**config.mk**
```make
export PLATFORM = sky130hd
export DESIGN_NAME = rr_mux_arbiter_flat
export DESIGN_NICKNAME = d
export VERILOG_FILES = /design/src/rtl/arb_defs.sv /design/src/rtl/rr_mux_arbiter_if.sv /design/src/rtl/rr_mux_arbiter_mux4_w.sv /design/src/rtl/rr_mux_arbiter.sv /design/src/flat_wrapper.sv
export SDC_FILE = /design/constraint.sdc
export NUM_CORES = 1
export LEC_CHECK = 0
export ABC_AREA = 1
export BUFFER_PORTS_ARGS = -buffer_cell sky130_fd_sc_hd__buf_2
export CAP_MARGIN = 30
export CORE_MARGIN = 2
export CORE_UTILIZATION = 57
export CTS_CLUSTER_SIZE = 16
export DETAILED_ROUTE_END_ITERATION = 6
export PLACE_DENSITY = 0.9
export SYNTH_ARGS = -nofsm -noshare
export SYNTH_HDL_FRONTEND = slang
export SYNTH_SLANG_ARGS = --single-unit
```
**constraint.sdc**
```tcl
create_clock -name clk -period 2.1 [get_ports clk]
set_input_delay 0.105 -clock clk [delete_from_list [all_inputs] [get_ports clk]]
set_output_delay 0.105 -clock clk [all_outputs]
set_load 0.03 [all_outputs]
```
**src/rtl/arb_defs.sv**
```systemverilog
// Shared definitions for the round-robin mux arbiter: state encoding,
// requester count, select width and a one-hot helper.
package arb_defs;

    localparam int NUM_REQ = 4;
    localparam int SEL_W   = 2;

    typedef enum logic {
        IDLE  = 1'b0,
        GRANT = 1'b1
    } state_e;

    typedef logic [NUM_REQ-1:0] req_t;
    typedef logic [SEL_W-1:0]   sel_t;

    function automatic req_t onehot(input sel_t s);
        return req_t'(1) << s;
    endfunction

endpackage

```
**src/rtl/rr_mux_arbiter_if.sv**
```systemverilog
// Requester-side and consumer-side signals of the shared mux arbiter.
// The master modport is the requester/consumer side, slave is the arbiter.
interface rr_mux_arbiter_if #(parameter int DATA_W = 1);
    import arb_defs::*;

    req_t              req;
    logic [DATA_W-1:0] din0;
    logic [DATA_W-1:0] din1;
    logic [DATA_W-1:0] din2;
    logic [DATA_W-1:0] din3;
    req_t              gnt;
    sel_t              sel;
    logic [DATA_W-1:0] dout;
    logic              dout_valid;
    logic              busy;

    modport master (
        output req, din0, din1, din2, din3,
        input  gnt, sel, dout, dout_valid, busy
    );

    modport slave (
        input  req, din0, din1, din2, din3,
        output gnt, sel, dout, dout_valid, busy
    );

endinterface

```
**src/rtl/rr_mux_arbiter_mux4_w.sv**
```systemverilog
// DATA_W-wide 4:1 combinational multiplexer.
module mux4_w
    import arb_defs::*;
#(
    parameter int DATA_W = 1
) (
    input  logic [DATA_W-1:0] din0,
    input  logic [DATA_W-1:0] din1,
    input  logic [DATA_W-1:0] din2,
    input  logic [DATA_W-1:0] din3,
    input  sel_t              sel,
    output logic [DATA_W-1:0] dout
);

    always_comb begin
        case (sel)
            2'd0:    dout = din0;
            2'd1:    dout = din1;
            2'd2:    dout = din2;
            default: dout = din3;
        endcase
    end

endmodule

```
**src/rtl/rr_mux_arbiter.sv**
```systemverilog
// Round-robin arbiter sharing one 4:1 mux among four requesters, with a
// bounded grant tenure whenever another requester is waiting.
module rr_mux_arbiter
    import arb_defs::*;
#(
    parameter int DATA_W   = 1,
    parameter int MAX_HOLD = 4
) (
    input  logic                clk,
    input  logic                rst_n,
    rr_mux_arbiter_if.slave     bus
);

    typedef logic [7:0] hold_t;
    localparam hold_t HOLD_LAST = hold_t'(MAX_HOLD - 1);

    state_e state_q, state_d;
    req_t   gnt_q,   gnt_d;
    sel_t   sel_q,   sel_d;
    sel_t   ptr_q,   ptr_d;
    hold_t  hold_q,  hold_d;

    logic [SEL_W:0]    pick;
    req_t              others;
    logic              release_now;
    logic              busy;
    logic              dout_valid;
    logic [DATA_W-1:0] mux_out;

    // Returns {found, index} of the first set bit of r, searching circularly from start.
    function automatic logic [SEL_W:0] rr_pick(input req_t r, input sel_t start);
        logic [SEL_W:0] res;
        sel_t           idx;
        res = '0;
        for (int i = NUM_REQ - 1; i >= 0; i--) begin
            idx = start + sel_t'(i);
            if (r[idx]) res = {1'b1, idx};
        end
        return res;
    endfunction

    always_comb begin
        // NOTE: every variable written here gets a default first, so no latch is inferred.
        state_d     = state_q;
        gnt_d       = gnt_q;
        sel_d       = sel_q;
        ptr_d       = ptr_q;
        hold_d      = hold_q;
        pick        = '0;
        others      = bus.req & ~onehot(sel_q);
        release_now = 1'b0;

        if (state_q == IDLE) begin
            pick = rr_pick(bus.req, ptr_q);
            if (pick[SEL_W]) begin
                state_d = GRANT;
                sel_d   = pick[SEL_W-1:0];
                gnt_d   = onehot(pick[SEL_W-1:0]);
                hold_d  = '0;
            end
        end else begin
            release_now = !bus.req[sel_q] || (hold_q == HOLD_LAST && others != '0);
            if (release_now) begin
                ptr_d  = sel_q + sel_t'(1);
                hold_d = '0;
                pick   = rr_pick(others, sel_q + sel_t'(1));
                if (pick[SEL_W]) begin
                    sel_d = pick[SEL_W-1:0];
                    gnt_d = onehot(pick[SEL_W-1:0]);
                end else begin
                    state_d = IDLE;
                    gnt_d   = '0;
                end
            end else begin
                // A lone holder at the tenure limit keeps the grant and restarts its count.
                hold_d = (hold_q == HOLD_LAST) ? '0 : hold_q + hold_t'(1);
            end
        end
    end

    always_ff @(posedge clk) begin
        // NOTE: non-blocking assignments so every flop samples pre-edge values.
        if (!rst_n) begin
            state_q <= IDLE;
            gnt_q   <= '0;
            sel_q   <= '0;
            ptr_q   <= '0;
            hold_q  <= '0;
        end else begin
            state_q <= state_d;
            gnt_q   <= gnt_d;
            sel_q   <= sel_d;
            ptr_q   <= ptr_d;
            hold_q  <= hold_d;
        end
    end

    mux4_w #(.DATA_W(DATA_W)) u_mux (
        .din0 (bus.din0),
        .din1 (bus.din1),
        .din2 (bus.din2),
        .din3 (bus.din3),
        .sel  (sel_q),
        .dout (mux_out)
    );

    assign busy           = (state_q == GRANT);
    assign dout_valid     = busy & bus.req[sel_q];
    assign bus.gnt        = gnt_q;
    assign bus.sel        = sel_q;
    assign bus.busy       = busy;
    assign bus.dout_valid = dout_valid;
    assign bus.dout       = dout_valid ? mux_out : '0;

endmodule
```
**src/flat_wrapper.sv**
```systemverilog
// flat-port wrapper written by rule: the top's interface ports become plain ports
module rr_mux_arbiter_flat import arb_defs::*;
#(
    parameter int DATA_W   = 1,
    parameter int MAX_HOLD = 4
)
  (clk, rst_n, bus_req, bus_din0, bus_din1, bus_din2, bus_din3, bus_gnt, bus_sel, bus_dout, bus_dout_valid, bus_busy);
  rr_mux_arbiter_if #(.DATA_W(DATA_W)) bus_i ();
  input  logic clk;
  input  logic rst_n;
  input wire logic [$bits(bus_i.req)-1:0] bus_req;
  input wire logic [$bits(bus_i.din0)-1:0] bus_din0;
  input wire logic [$bits(bus_i.din1)-1:0] bus_din1;
  input wire logic [$bits(bus_i.din2)-1:0] bus_din2;
  input wire logic [$bits(bus_i.din3)-1:0] bus_din3;
  output wire logic [$bits(bus_i.gnt)-1:0] bus_gnt;
  output wire logic [$bits(bus_i.sel)-1:0] bus_sel;
  output wire logic [$bits(bus_i.dout)-1:0] bus_dout;
  output wire logic [$bits(bus_i.dout_valid)-1:0] bus_dout_valid;
  output wire logic [$bits(bus_i.busy)-1:0] bus_busy;
  assign bus_i.req = bus_req;
  assign bus_i.din0 = bus_din0;
  assign bus_i.din1 = bus_din1;
  assign bus_i.din2 = bus_din2;
  assign bus_i.din3 = bus_din3;
  assign bus_gnt = bus_i.gnt;
  assign bus_sel = bus_i.sel;
  assign bus_dout = bus_i.dout;
  assign bus_dout_valid = bus_i.dout_valid;
  assign bus_busy = bus_i.busy;
  rr_mux_arbiter #(.DATA_W(DATA_W), .MAX_HOLD(MAX_HOLD)) u_core (.clk(clk), .rst_n(rst_n), .bus(bus_i));
endmodule
```
==> flow_metrics.env <==
export IMPL_fp_dieW_microns=54.1
export IMPL_die_h_microns=54.1
export IMPL_synth_area_sq_um=1430
export IMPL_postRouteAntennaNets=0
export IMPL_power_switching_mw=1.37
export IMPL_critical_path_top_delay_family="simple AND/OR/NAND/NOR gates"
export IMPL_port_buffers=18
export IMPL_yosysUniqueCellTypes=27
export IMPL_synth_fp_nets=263
export IMPL_finalNetCount=287
export IMPL_tns_ps=0
export IMPL_final_cells=301
export IMPL_drc=0
export IMPL_cts_made_buffers=3
export IMPL_grt_max_degree=15
export IMPL_cts_root_buf="clkbuf_4"
export IMPL_cts_resized=0
export IMPL_clkPwrFrac=0.076
export IMPL_vdd_drop_max_mv=1.05
export IMPL_place_ws_ps=245
export IMPL_cp_max_fo=10
export IMPL_crit_top_cell="nand2_1"
export IMPL_drtPass1Iterations=4
export IMPL_drt_initial_drc_count=49
export IMPL_hp_class="in2reg"
export IMPL_routed_via_density=5.23
export IMPL_gr_usage_all_layers=0.249
export IMPL_wirelength_met1_microns=1580
export IMPL_leakagePower_nw=0.857
export IMPL_cp_end_kind="flip-flop"
export IMPL_placed_area_sq_um=1570
export IMPL_synth_seq_cells=17
export IMPL_layout_min_cycle_time_ps=1900
export IMPL_routed_wl_microns=3370
export IMPL_insertion_delay_ps=300
export IMPL_crit_buf_inv=2
export IMPL_synth_area_per_cell_sq_um=5.77
export IMPL_synth_area_leader_cell="dfxtp_1"
export IMPL_synthCells=248
export IMPL_synthArstFlopShare=0
export IMPL_vias=1574
export IMPL_setup_viol=0
export IMPL_hold_buffers=0
export IMPL_max_slew_margin_rel=0.811
export IMPL_overflow=0
export IMPL_die_area_sq_um=2930
export IMPL_finalCritPeriodShare=0.903
export IMPL_worstSetupStartpointType="flip-flop"
export IMPL_maxCapViolations=0
export IMPL_highest_layer="met4"
export IMPL_power_share_combinational=0.731
export IMPL_hold_violations=0
export IMPL_wl_met2_microns=1570
export IMPL_htreeDepth=1
export IMPL_fp_row_count=18
export IMPL_hpwl_microns=2640
export IMPL_antenna_found_initial=0
export IMPL_coreArea_sq_um=2430
export IMPL_worstPathRequired_ps=2350
export IMPL_stdcell_area_sq_um=1600
export IMPL_post_route_util=0.657
export IMPL_cp_slowest_cell="ha_1"
export IMPL_synth_area_top_cells="dfxtp_1 24%, nand2_1 21%, nand3_1 9.4%, inv_1 8.4%, nor2_1 7.6%"
export IMPL_place_congestion=0.892
export IMPL_whs_ps=125
export IMPL_cp_arrival_ps=2150
export IMPL_wl_met3_microns=156
export IMPL_start_util=0.588
export IMPL_power_mw=2.44
export IMPL_drive_gt1_frac=0.170
export IMPL_yosysWarnings=0
export IMPL_syn_to_final_growth_pct=11.6
export IMPL_drv_slew=0
export IMPL_crit_chain="inv_2 -> ha_1 -> xor2_2 -> inv_1 -> nand2_1 -> and2_1 -> nand2_1 -> nand2_1 -> nand2_1 -> nor2_1 -> nor2_1 -> nor2_1"
export IMPL_tightest_slew_ps=281
export IMPL_num_io_pins=19
export IMPL_grt_pass1_wl_microns=5450
export IMPL_yosysMostFrequentCell="nand2_1"
export IMPL_cts_buffer_depth=2
export IMPL_synthFlopType="dfxtp_1"
export IMPL_grt_pass1_vias=1347
export IMPL_synth_commonest_cells="81 x nand2_1, 32 x inv_1, 29 x nor2_1"
export IMPL_cts_sinks=17
export IMPL_max_stage_delay_ps=410
export IMPL_status="completed"
export IMPL_synth_edf_count=0
export IMPL_dp_cells=297
export IMPL_intPower_mw=1.06
export IMPL_p_sw_frac=0.563
export IMPL_path_class="reg2reg"
export IMPL_detail_route_wl_per_cell_microns=11.2
export IMPL_max_freq_mhz=527
export IMPL_cts_setup_buffers=0
export IMPL_finalWorstSetupSlack_ps=204
export IMPL_n_antenna_cell=0
export IMPL_clock_skew_ps=10.5
export IMPL_sequentialPowerShare=0.193
export IMPL_rsz0062_at_grt="false"
export IMPL_synth_top_area_share=0.238
export IMPL_cts_tree="done"
export IMPL_power_density_nw_per_um2=1520
export IMPL_cts_reportedPaths_clkPinSlew_ps=110
export IMPL_ys_seq_area_frac=0.238
-- logic make-up (layout without fill, tap and decap cells) --
| family | count (synthesis) | in the layout | share of synthesized area |
|---|---|---|---|
| AO/OA/AOI/OAI | 28 | 28 | 0.107 |
| XOR/XNOR | 2 | 2 | 0.0175 |
| adder cells (fa/ha/maj) | 5 | 5 | 0.0437 |
| buffers and inverters | 39 | 62 | 0.110 |
| flip-flops | 17 | 17 | 0.238 |
| AND/OR/NAND/NOR | 157 | 157 | 0.484 |
-- worst min-delay path: stages --
cell	delay, ps
buf_2	160
o21ai_0	90
nor2_1	40
-- routing by layer --
layer | global-route usage | vias to the layer above
li1 | - | 825
met1 | 0.325 | 702
met2 | 0.415 | 39
met3 | 0.0583 | 8
met4 | 0.0583 | 0
met5 | 0 | -
-- worst paths after layout --
| path | from | endpoint | slack [ps] | cells after the start |
|---|---|---|---|---|
| max | u_core.bus.sel[0]$_SDFFE_PN0P_ | u_core.bus.gnt[0]$_SDFFE_PN0P_ | 200 | 12 |
| min | rst_n | u_core.bus.gnt[0]$_SDFFE_PN0P_ | 120 | 3 |
| max reg2reg | u_core.bus.sel[0]$_SDFFE_PN0P_ | u_core.bus.gnt[0]$_SDFFE_PN0P_ | 200 | 12 |
| min reg2reg | u_core.hold_q[1]$_SDFFE_PN0P_ | u_core.hold_q[1]$_SDFFE_PN0P_ | 530 | 2 |
-- flip-flops by register name, indices dropped and copies added (netlist names) --
signal,flops
u_core.ptr_q,2
u_core.bus.sel,2
u_core.bus.busy,1
u_core.hold_q,8
u_core.bus.gnt,4
-- layout by cell type, fill, tap and decap left out, types with 3 or more instances in the layout --
master	netlist	final
inv_2	4	4
nand2_2	3	3
nor2_2	5	5
buf_4	1	3
nand3_1	27	27
inv_1	32	32
dfxtp_1	17	17
ha_1	5	5
o21ai_0	14	14
clkbuf_4	0	3
nand2_1	81	81
nor2_1	29	29
a21oi_1	8	8
nand3_2	3	3
buf_2	0	18
-- power by group through the flow --
stage	Combinational [mW]	Sequential, mW	Clock, mW
3_3_place_gp	1.71	0.472	0
4_1_cts	1.77	0.468	0.186
6_report	1.78	0.470	0.186
5_1_grt	2.00	0.478	0.194
3_5_place_dp	1.76	0.476	0
2_1_floorplan	1.27	0.600	0
-- cell type report --
type	count	area, sq um
multi-input combinational	192	938
fill	218	835
sequential	17	340
inverter	37	139
timing repair buffer	21	113
tap	30	37.5
clock buffer	3	22.5
clock inverter	1	7.51
(Power assumes the default switching activity.)
